## config.mk

```make
export PLATFORM = sky130hd
export DESIGN_NAME = rect_raster
export DESIGN_NICKNAME = d
export VERILOG_FILES = /design/src/rtl/rect_pkg.sv /design/src/rtl/rect_walker.sv /design/src/rtl/rect_raster.sv
export SDC_FILE = /design/constraint.sdc
export NUM_CORES = 1
export LEC_CHECK = 0
export BUFFER_PORTS_ARGS = -buffer_cell sky130_fd_sc_hd__clkbuf_2
export CORE_MARGIN = 5
export CORE_UTILIZATION = 61
export DETAILED_ROUTE_END_ITERATION = 8
export PLACE_DENSITY = 0.81
export SYNTH_ARGS = -nofsm -noshare
export SYNTH_HDL_FRONTEND = slang
export SYNTH_HIERARCHICAL = 1
export SYNTH_SLANG_ARGS = --single-unit
```

## constraint.sdc

```tcl
create_clock -name clk -period 6.53 [get_ports clk]
set_input_delay 0.3265 -clock clk [delete_from_list [all_inputs] [get_ports clk]]
set_output_delay 0.3265 -clock clk [all_outputs]
set_load 0.03 [all_outputs]
```

## src/rtl/rect_pkg.sv

```systemverilog
`default_nettype none
// ============================================================================
// Module      : rect_pkg
// Description : Shared types and constants for the rectangle rasteriser.
// Revision    : 1.0 - initial release
// ============================================================================
package rect_pkg;

    // Rasteriser control states
    typedef enum logic [2:0] {
        ST_IDLE   = 3'd0,
        ST_SETUP  = 3'd1,
        ST_TOP    = 3'd2,
        ST_RIGHT  = 3'd3,
        ST_BOTTOM = 3'd4,
        ST_LEFT   = 3'd5,
        ST_FILL   = 3'd6,
        ST_FINISH = 3'd7
    } state_e;

    // Drawing modes, sampled together with start
    localparam logic MODE_OUTLINE = 1'b0;
    localparam logic MODE_FILL    = 1'b1;

endpackage : rect_pkg
`default_nettype wire

```

## src/rtl/rect_walker.sv

```systemverilog
`default_nettype none
// ============================================================================
// Module      : rect_walker
// Description : Single-axis coordinate walker for one edge or one fill row.
//               Holds the current coordinate, the end coordinate and the
//               direction. Termination is by equality with the end value, so
//               the incremented/decremented value is never compared and a
//               wrap at 0 or full scale can never be observed.
// Revision    : 1.0 - initial release
// ============================================================================
module rect_walker #(
    parameter int COORD_W = 8
) (
    input  logic               clk,
    input  logic               rst_n,
    input  logic               load,        // start a new run
    input  logic [COORD_W-1:0] load_start,  // first coordinate of the run
    input  logic [COORD_W-1:0] load_end,    // last coordinate of the run
    input  logic               load_down,   // 1 = descending
    input  logic               adv,         // step to the next coordinate
    output logic [COORD_W-1:0] nxt,         // coordinate after the current one
    output logic               last         // current coordinate is the end
);

    localparam logic [COORD_W-1:0] C_ONE = COORD_W'(1);

    logic [COORD_W-1:0] cur_q, cur_d;
    logic [COORD_W-1:0] end_q, end_d;
    logic               down_q, down_d;

    // Step value and termination flag derived from the held run state
    always_comb begin
        nxt  = down_q ? (cur_q - C_ONE) : (cur_q + C_ONE);
        last = (cur_q == end_q);
    end

    // Next-state: a load replaces the run, otherwise advance unless at the end
    always_comb begin
        cur_d  = cur_q;
        end_d  = end_q;
        down_d = down_q;
        if (load) begin
            cur_d  = load_start;
            end_d  = load_end;
            down_d = load_down;
        end else if (adv && !last) begin
            cur_d  = nxt;
        end
    end

    // Run state registers
    always_ff @(posedge clk or negedge rst_n) begin
        if (!rst_n) begin
            cur_q  <= '0;
            end_q  <= '0;
            down_q <= 1'b0;
        end else begin
            cur_q  <= cur_d;
            end_q  <= end_d;
            down_q <= down_d;
        end
    end

endmodule : rect_walker
`default_nettype wire

```

## src/rtl/rect_raster.sv

```systemverilog
`default_nettype none
// ============================================================================
// Module      : rect_raster
// Description : Rectangle rasteriser. Sorts two corners, then emits either the
//               border (each pixel once, clockwise from the top-left) or every
//               pixel row by row, on a registered ready/valid stream. Supports
//               abort and counts accepted pixels.
// Revision    : 1.0 - initial release
// ============================================================================
module rect_raster
    import rect_pkg::*;
#(
    parameter int COORD_W = 8,
    parameter int CNT_W   = 2*COORD_W+1
) (
    input  logic               clk,
    input  logic               rst_n,
    input  logic               start,
    input  logic               mode,
    input  logic               abort,
    input  logic [COORD_W-1:0] x0,
    input  logic [COORD_W-1:0] y0,
    input  logic [COORD_W-1:0] x1,
    input  logic [COORD_W-1:0] y1,
    output logic [COORD_W-1:0] pix_x,
    output logic [COORD_W-1:0] pix_y,
    output logic               pix_valid,
    input  logic               pix_ready,
    output logic               busy,
    output logic               done,
    output logic [CNT_W-1:0]   pix_count
);

    localparam logic [COORD_W-1:0] C_ONE     = COORD_W'(1);
    localparam logic [COORD_W-1:0] C_TWO     = COORD_W'(2);
    localparam logic [CNT_W-1:0]   C_CNT_ONE = CNT_W'(1);

    state_e             state_q, state_d;
    logic               mode_q, mode_d;
    logic [COORD_W-1:0] ax_q, ax_d, ay_q, ay_d, bx_q, bx_d, by_q, by_d;
    logic [COORD_W-1:0] mnx_q, mnx_d, mxx_q, mxx_d, mny_q, mny_d, mxy_q, mxy_d;
    logic [COORD_W-1:0] pix_x_q, pix_x_d, pix_y_q, pix_y_d;
    logic               pix_valid_q, pix_valid_d;
    logic               busy_q, busy_d;
    logic               done_q, done_d;
    logic [CNT_W-1:0]   cnt_q, cnt_d;

    logic [COORD_W-1:0] w_mnx, w_mxx, w_mny, w_mxy;
    logic               w_fire;
    logic               w_tall;

    logic               wk_load, wk_down, wk_adv, wk_last;
    logic [COORD_W-1:0] wk_start, wk_end, wk_nxt;

    rect_walker #(
        .COORD_W   (COORD_W)
    ) u_walker (
        .clk        (clk),
        .rst_n      (rst_n),
        .load       (wk_load),
        .load_start (wk_start),
        .load_end   (wk_end),
        .load_down  (wk_down),
        .adv        (wk_adv),
        .nxt        (wk_nxt),
        .last       (wk_last)
    );

    // Corner sort, handshake and left-edge presence (needs at least 3 rows)
    always_comb begin
        w_mnx  = (ax_q < bx_q) ? ax_q : bx_q;
        w_mxx  = (ax_q < bx_q) ? bx_q : ax_q;
        w_mny  = (ay_q < by_q) ? ay_q : by_q;
        w_mxy  = (ay_q < by_q) ? by_q : ay_q;
        w_fire = pix_valid_q && pix_ready;
        w_tall = ((mxy_q - mny_q) >= C_TWO);
    end

    // FSM next-state, walker control and output register inputs
    always_comb begin
        state_d     = state_q;
        mode_d      = mode_q;
        ax_d        = ax_q;
        ay_d        = ay_q;
        bx_d        = bx_q;
        by_d        = by_q;
        mnx_d       = mnx_q;
        mxx_d       = mxx_q;
        mny_d       = mny_q;
        mxy_d       = mxy_q;
        pix_x_d     = pix_x_q;
        pix_y_d     = pix_y_q;
        pix_valid_d = pix_valid_q;
        cnt_d       = cnt_q;
        done_d      = 1'b0;
        wk_load     = 1'b0;
        wk_start    = '0;
        wk_end      = '0;
        wk_down     = 1'b0;
        wk_adv      = 1'b0;

        // Every accepted pixel counts, including one taken alongside abort
        if (w_fire) begin
            cnt_d = cnt_q + C_CNT_ONE;
        end

        case (state_q)
            ST_IDLE: begin
                pix_valid_d = 1'b0;
                if (start) begin
                    ax_d    = x0;
                    ay_d    = y0;
                    bx_d    = x1;
                    by_d    = y1;
                    mode_d  = mode;
                    cnt_d   = '0;
                    state_d = ST_SETUP;
                end
            end
            ST_SETUP: begin
                // Top edge and first fill row share the same first run
                mnx_d       = w_mnx;
                mxx_d       = w_mxx;
                mny_d       = w_mny;
                mxy_d       = w_mxy;
                pix_x_d     = w_mnx;
                pix_y_d     = w_mxy;
                pix_valid_d = 1'b1;
                wk_load     = 1'b1;
                wk_start    = w_mnx;
                wk_end      = w_mxx;
                state_d     = (mode_q == MODE_FILL) ? ST_FILL : ST_TOP;
            end
            ST_TOP: begin
                if (w_fire) begin
                    if (!wk_last) begin
                        wk_adv  = 1'b1;
                        pix_x_d = wk_nxt;
                    end else if (mny_q != mxy_q) begin
                        pix_x_d  = mxx_q;
                        pix_y_d  = mxy_q - C_ONE;
                        wk_load  = 1'b1;
                        wk_start = mxy_q - C_ONE;
                        wk_end   = mny_q;
                        wk_down  = 1'b1;
                        state_d  = ST_RIGHT;
                    end else begin
                        pix_valid_d = 1'b0;
                        state_d     = ST_FINISH;
                    end
                end
            end
            ST_RIGHT: begin
                if (w_fire) begin
                    if (!wk_last) begin
                        wk_adv  = 1'b1;
                        pix_y_d = wk_nxt;
                    end else if (mnx_q != mxx_q) begin
                        pix_x_d  = mxx_q - C_ONE;
                        pix_y_d  = mny_q;
                        wk_load  = 1'b1;
                        wk_start = mxx_q - C_ONE;
                        wk_end   = mnx_q;
                        wk_down  = 1'b1;
                        state_d  = ST_BOTTOM;
                    end else begin
                        pix_valid_d = 1'b0;
                        state_d     = ST_FINISH;
                    end
                end
            end
            ST_BOTTOM: begin
                if (w_fire) begin
                    if (!wk_last) begin
                        wk_adv  = 1'b1;
                        pix_x_d = wk_nxt;
                    end else if (w_tall) begin
                        pix_x_d  = mnx_q;
                        pix_y_d  = mny_q + C_ONE;
                        wk_load  = 1'b1;
                        wk_start = mny_q + C_ONE;
                        wk_end   = mxy_q - C_ONE;
                        state_d  = ST_LEFT;
                    end else begin
                        pix_valid_d = 1'b0;
                        state_d     = ST_FINISH;
                    end
                end
            end
            ST_LEFT: begin
                if (w_fire) begin
                    if (!wk_last) begin
                        wk_adv  = 1'b1;
                        pix_y_d = wk_nxt;
                    end else begin
                        pix_valid_d = 1'b0;
                        state_d     = ST_FINISH;
                    end
                end
            end
            ST_FILL: begin
                if (w_fire) begin
                    if (!wk_last) begin
                        wk_adv  = 1'b1;
                        pix_x_d = wk_nxt;
                    end else if (pix_y_q != mny_q) begin
                        pix_x_d  = mnx_q;
                        pix_y_d  = pix_y_q - C_ONE;
                        wk_load  = 1'b1;
                        wk_start = mnx_q;
                        wk_end   = mxx_q;
                        state_d  = ST_FILL;
                    end else begin
                        pix_valid_d = 1'b0;
                        state_d     = ST_FINISH;
                    end
                end
            end
            ST_FINISH: begin
                pix_valid_d = 1'b0;
                done_d      = 1'b1;
                state_d     = ST_IDLE;
            end
            default: begin
                pix_valid_d = 1'b0;
                state_d     = ST_IDLE;
            end
        endcase

        // Abort overrides any walking progress; the shape ends via FINISH
        if (abort && (state_q inside {ST_SETUP, ST_TOP, ST_RIGHT, ST_BOTTOM, ST_LEFT, ST_FILL})) begin
            pix_valid_d = 1'b0;
            wk_load     = 1'b0;
            wk_adv      = 1'b0;
            state_d     = ST_FINISH;
        end

        busy_d = (state_d != ST_IDLE);
    end

    // State, shape and output registers
    always_ff @(posedge clk or negedge rst_n) begin
        if (!rst_n) begin
            state_q     <= ST_IDLE;
            mode_q      <= MODE_OUTLINE;
            ax_q        <= '0;
            ay_q        <= '0;
            bx_q        <= '0;
            by_q        <= '0;
            mnx_q       <= '0;
            mxx_q       <= '0;
            mny_q       <= '0;
            mxy_q       <= '0;
            pix_x_q     <= '0;
            pix_y_q     <= '0;
            pix_valid_q <= 1'b0;
            busy_q      <= 1'b0;
            done_q      <= 1'b0;
            cnt_q       <= '0;
        end else begin
            state_q     <= state_d;
            mode_q      <= mode_d;
            ax_q        <= ax_d;
            ay_q        <= ay_d;
            bx_q        <= bx_d;
            by_q        <= by_d;
            mnx_q       <= mnx_d;
            mxx_q       <= mxx_d;
            mny_q       <= mny_d;
            mxy_q       <= mxy_d;
            pix_x_q     <= pix_x_d;
            pix_y_q     <= pix_y_d;
            pix_valid_q <= pix_valid_d;
            busy_q      <= busy_d;
            done_q      <= done_d;
            cnt_q       <= cnt_d;
        end
    end

    assign pix_x     = pix_x_q;
    assign pix_y     = pix_y_q;
    assign pix_valid = pix_valid_q;
    assign busy      = busy_q;
    assign done      = done_q;
    assign pix_count = cnt_q;

endmodule : rect_raster
`default_nettype wire

```

==> flow_summary.toml <==
[placed_design]
place_hpwl_um = 17800
pre_cts_ws_ps = 2900
port-buffer-count = 73
place.gp.congestion = 1.02

[yosys]
synthMuxAreaShare_pct = 10.2
syn_inst = 914
synth_top_cell_area_share_pct = 36.9
syn_area_um2 = 8210
syn_avg_cell_area_um2 = 8.99
synth_async_sr_flop_share_pct = 100
synthAdderAreaFrac_pct = 5.51
ys.flop_type = "dfrtp_1"
seq_area_frac_synth_pct = 36.9
yosys.area.top_type = "dfrtp_1"
synth_compound_area_share_pct = 20.4
yosysUniqueCellTypes = 63
synth-simple-area-share_pct = 15.2
synth.area.top_cells = "dfrtp_1 37%, mux2_2 6.3%, ha_1 5.0%, o21ai_0 4.8%, nand2_1 4.8%"
synthXorXnorAreaFrac_pct = 7.25
synth_fp_nets = 987
synth_top_family_by_area = "compound AO/OA/AOI/OAI gates"
synth_seq_cells = 121
yosys_warnings = 6
synth-edff-count = 0

[layout]
final_common_cell = "dfrtp_1"
mostFrequentLayoutCells = "121 x dfrtp_1, 104 x nand2_1, 77 x o21ai_0"
fin_util_pct = 70.1
antenna_cells = 0
drive_gt1_share_pct = 18.6
fillers = 1060
nets = 1032
area_growth_pct = 13.1

[drt]
firstDrtPassIters = 9
avgRoutedWirePerCell_um = 21.7
routed_wl_um = 24900
antenna_left = 0
viasPerCell = 6.54
drc = 7
drt-initial-drc-count = 982
num_vias = 7510

[timing]
fmax_mhz = 271
setup_viol = 0
finalSetupTns_ps = 0
finalClockSkew_ps = 11.2
finalCritPeriodShare_pct = 56.5
setup_slack_ps = 2840
min_period_ps = 3690
rsz0062_at_grt = "no"
worst_pin_slew_ps = 1080
maxSlewHeadroom_pct = 28.1
slew_violations = 0
hold_violations = 0

[power_and_ir_drop]
power_frac_clock_pct = 16.8
p_per_area_nw_per_um2 = 612
pwr-share-comb_pct = 57.6
p_leak_uw = 0.00417
power.internal_uw = 2860
seqPwrFrac_pct = 25.6
sw_frac_of_total_pct = 49.7
vdd_drop_max_v = 0.000319
power.switching_uw = 2830

[critical_path]
crit_buf_inv = 2
path_cells = "inv_1 -> ha_1 -> inv_1 -> fa_1 -> or3_1 -> a2111oi_2 -> o2111ai_1 -> o211ai_2 -> o221ai_1 -> mux2_2"
reg2reg_setup_slack_ps = 2840
cp_top_family = "compound AO/OA/AOI/OAI gates"
cpPeakStageDelay_ps = 700
cp.required_ps = 6830
path_common_cell = "inv_1"
r2r_end = "u_walker/end_q[5]"
timing.rr.start = "mxy_q[0]"
worst_ep_arrival_time_ps = 3990
critPathSlowestCell = "o211ai_2"
start_kind = "register"
reg2regPathDepth = 10
critPathKind = "reg -> reg"
end_kind = "register"
cp_max_fo = 15

[global_routing]
grt_pass1_vias = 7222
grt_max_degree = 82
grt_overflow = 0
antenna_found_initial = 0
grt_pass1_wl_um = 40000
track_usage_pct = 31.7

[clock_tree]
cts_made_buffers = 17
clock_path_buffers = 2
cts_setup_buffers = 0
cts_htree_levels = 4
root_buffer = "clkbuf_16"
tritoncts = "done"
cts.reportedPaths.clkPinSlew_ps = 50
clock_latency_ps = 430
cts.sinks = 121

[die]
ios = 74
rows = 42
dieArea_um2 = 15900
die_y_um = 126
coreArea_um2 = 13200
die_w_um = 126
initial_core_util_pct = 62.0

[min_path]
hold_end = "by_q[2]"
min_path_type = "in -> reg"
min_from = "y1[2]"
holdPathStages = 3

[outcome]
status = "finished, violations left"
violations = "design-rule violations"

[flow_run]
drv_cap = 0
[cell usage after synthesis, types with 7 or more instances]
cell type  instances
nand2_1          104
clkbuf_1          46
a21o_1             7
and3_1            10
a21oi_1           52
or3_1              8
a31oi_1            8
mux2i_1           32
a222oi_1          12
a22o_1             7
o221ai_1          16
xor2_1            30
a221oi_1          11
o21ai_0           78
nor2_1            66
inv_1             40
nand3_1           14
nor3_1            14
nor2b_1           13
nand2b_1          10
o21ai_1            8
dfrtp_1          121
xnor2_1           38
mux2_2            46
ha_1              33
[cells by family (layout without fill, tap and decap cells)]
family,count (synthesis),count (layout)
AOI/OAI and AO/OA,248,248
muxes,78,78
adders and majority gates,35,35
DFF,121,121
xor gates and xnor gates,68,68
and+or+nand+nor,266,266
buffers and inverters,98,156
[per-layer routing]
metal  share of wire, %  track usage [%]
met5                  0                0
met1                 42             44.8
met3                9.9             6.86
met4                4.6             16.3
met2                 43             45.9
[per-stage QoR]
| stage | total power [uW] | std cells | area, um^2 | hold WS (ps) |
|---|---|---|---|---|
| final | 5690 | 1148 | 9290 | 106 |
| after global placement | 4560 | 1115 | 8680 | 418 |
| after CTS | 5600 | 1148 | 9290 | 98.4 |
| after detailed placement | 4610 | 1115 | 8680 | 420 |
| after floorplan | 3660 | 914 | 8210 | 30.9 |
| after global routing | 6030 | 1148 | 9290 | 111 |
[sequential cells by signal, summed over array words and instances, names as in the netlist, 8 cells and up]
signal          flops
ax_q                8
bx_q                8
ay_q                8
pix_y               8
by_q                8
pix_count          17
mny_q               8
pix_x               8
u_walker/end_q      8
u_walker/cur_q      8
mnx_q               8
mxx_q               8
mxy_q               8
[worst reg2reg max path: stages (launching register included)]
cell       delay [ps]
dfrtp_1           450
inv_1             190
ha_1              170
inv_1              50
fa_1              410
or3_1             400
a2111oi_2         380
o2111ai_1         250
o211ai_2          700
o221ai_1          260
mux2_2            310
[worst max-delay path by stage]
stage	depth (start not counted)	slack [ps]	to	startpoint
6_report	10	2840	u_walker/end_q[5]	mxy_q[0]
2_1_floorplan	12	3080	u_walker/end_q[0]	mny_q[1]
5_1_grt	12	2600	u_walker/cur_q[6]	mny_q[0]
4_1_cts	12	2890	u_walker/cur_q[7]	mxy_q[0]
3_3_place_gp	11	2960	u_walker/end_q[4]	mny_q[0]
3_5_place_dp	12	2900	u_walker/cur_q[7]	mxy_q[0]
[power by group through the flow]
stage | Sequential [uW] | Combinational (uW) | Clock [uW]
CTS | 1440 | 3200 | 961
global route | 1500 | 3540 | 996
finish | 1460 | 3270 | 956
global placement | 1430 | 3130 | 0
floorplan | 1400 | 2260 | 0
detailed placement | 1450 | 3160 | 0
[final cells by class]
class	count	area, um^2	area share [%]
Tap cell	176	220	2.37
Inverter	40	150	1.62
Sequential cell	121	3030	32.6
Timing Repair Buffer	84	453	4.88
Clock inverter	10	115	1.24
Clock buffer	22	484	5.21
Multi-Input combinational cell	695	4840	52.1
[timing repair]
item                                   4_1_cts  5_1_grt
resized for setup                            0        0
endpoints found under the hold margin       51        0
hold buffers                                 1        0
setup endpoints to repair                    0        0
Power figures use the tool's default switching activity.
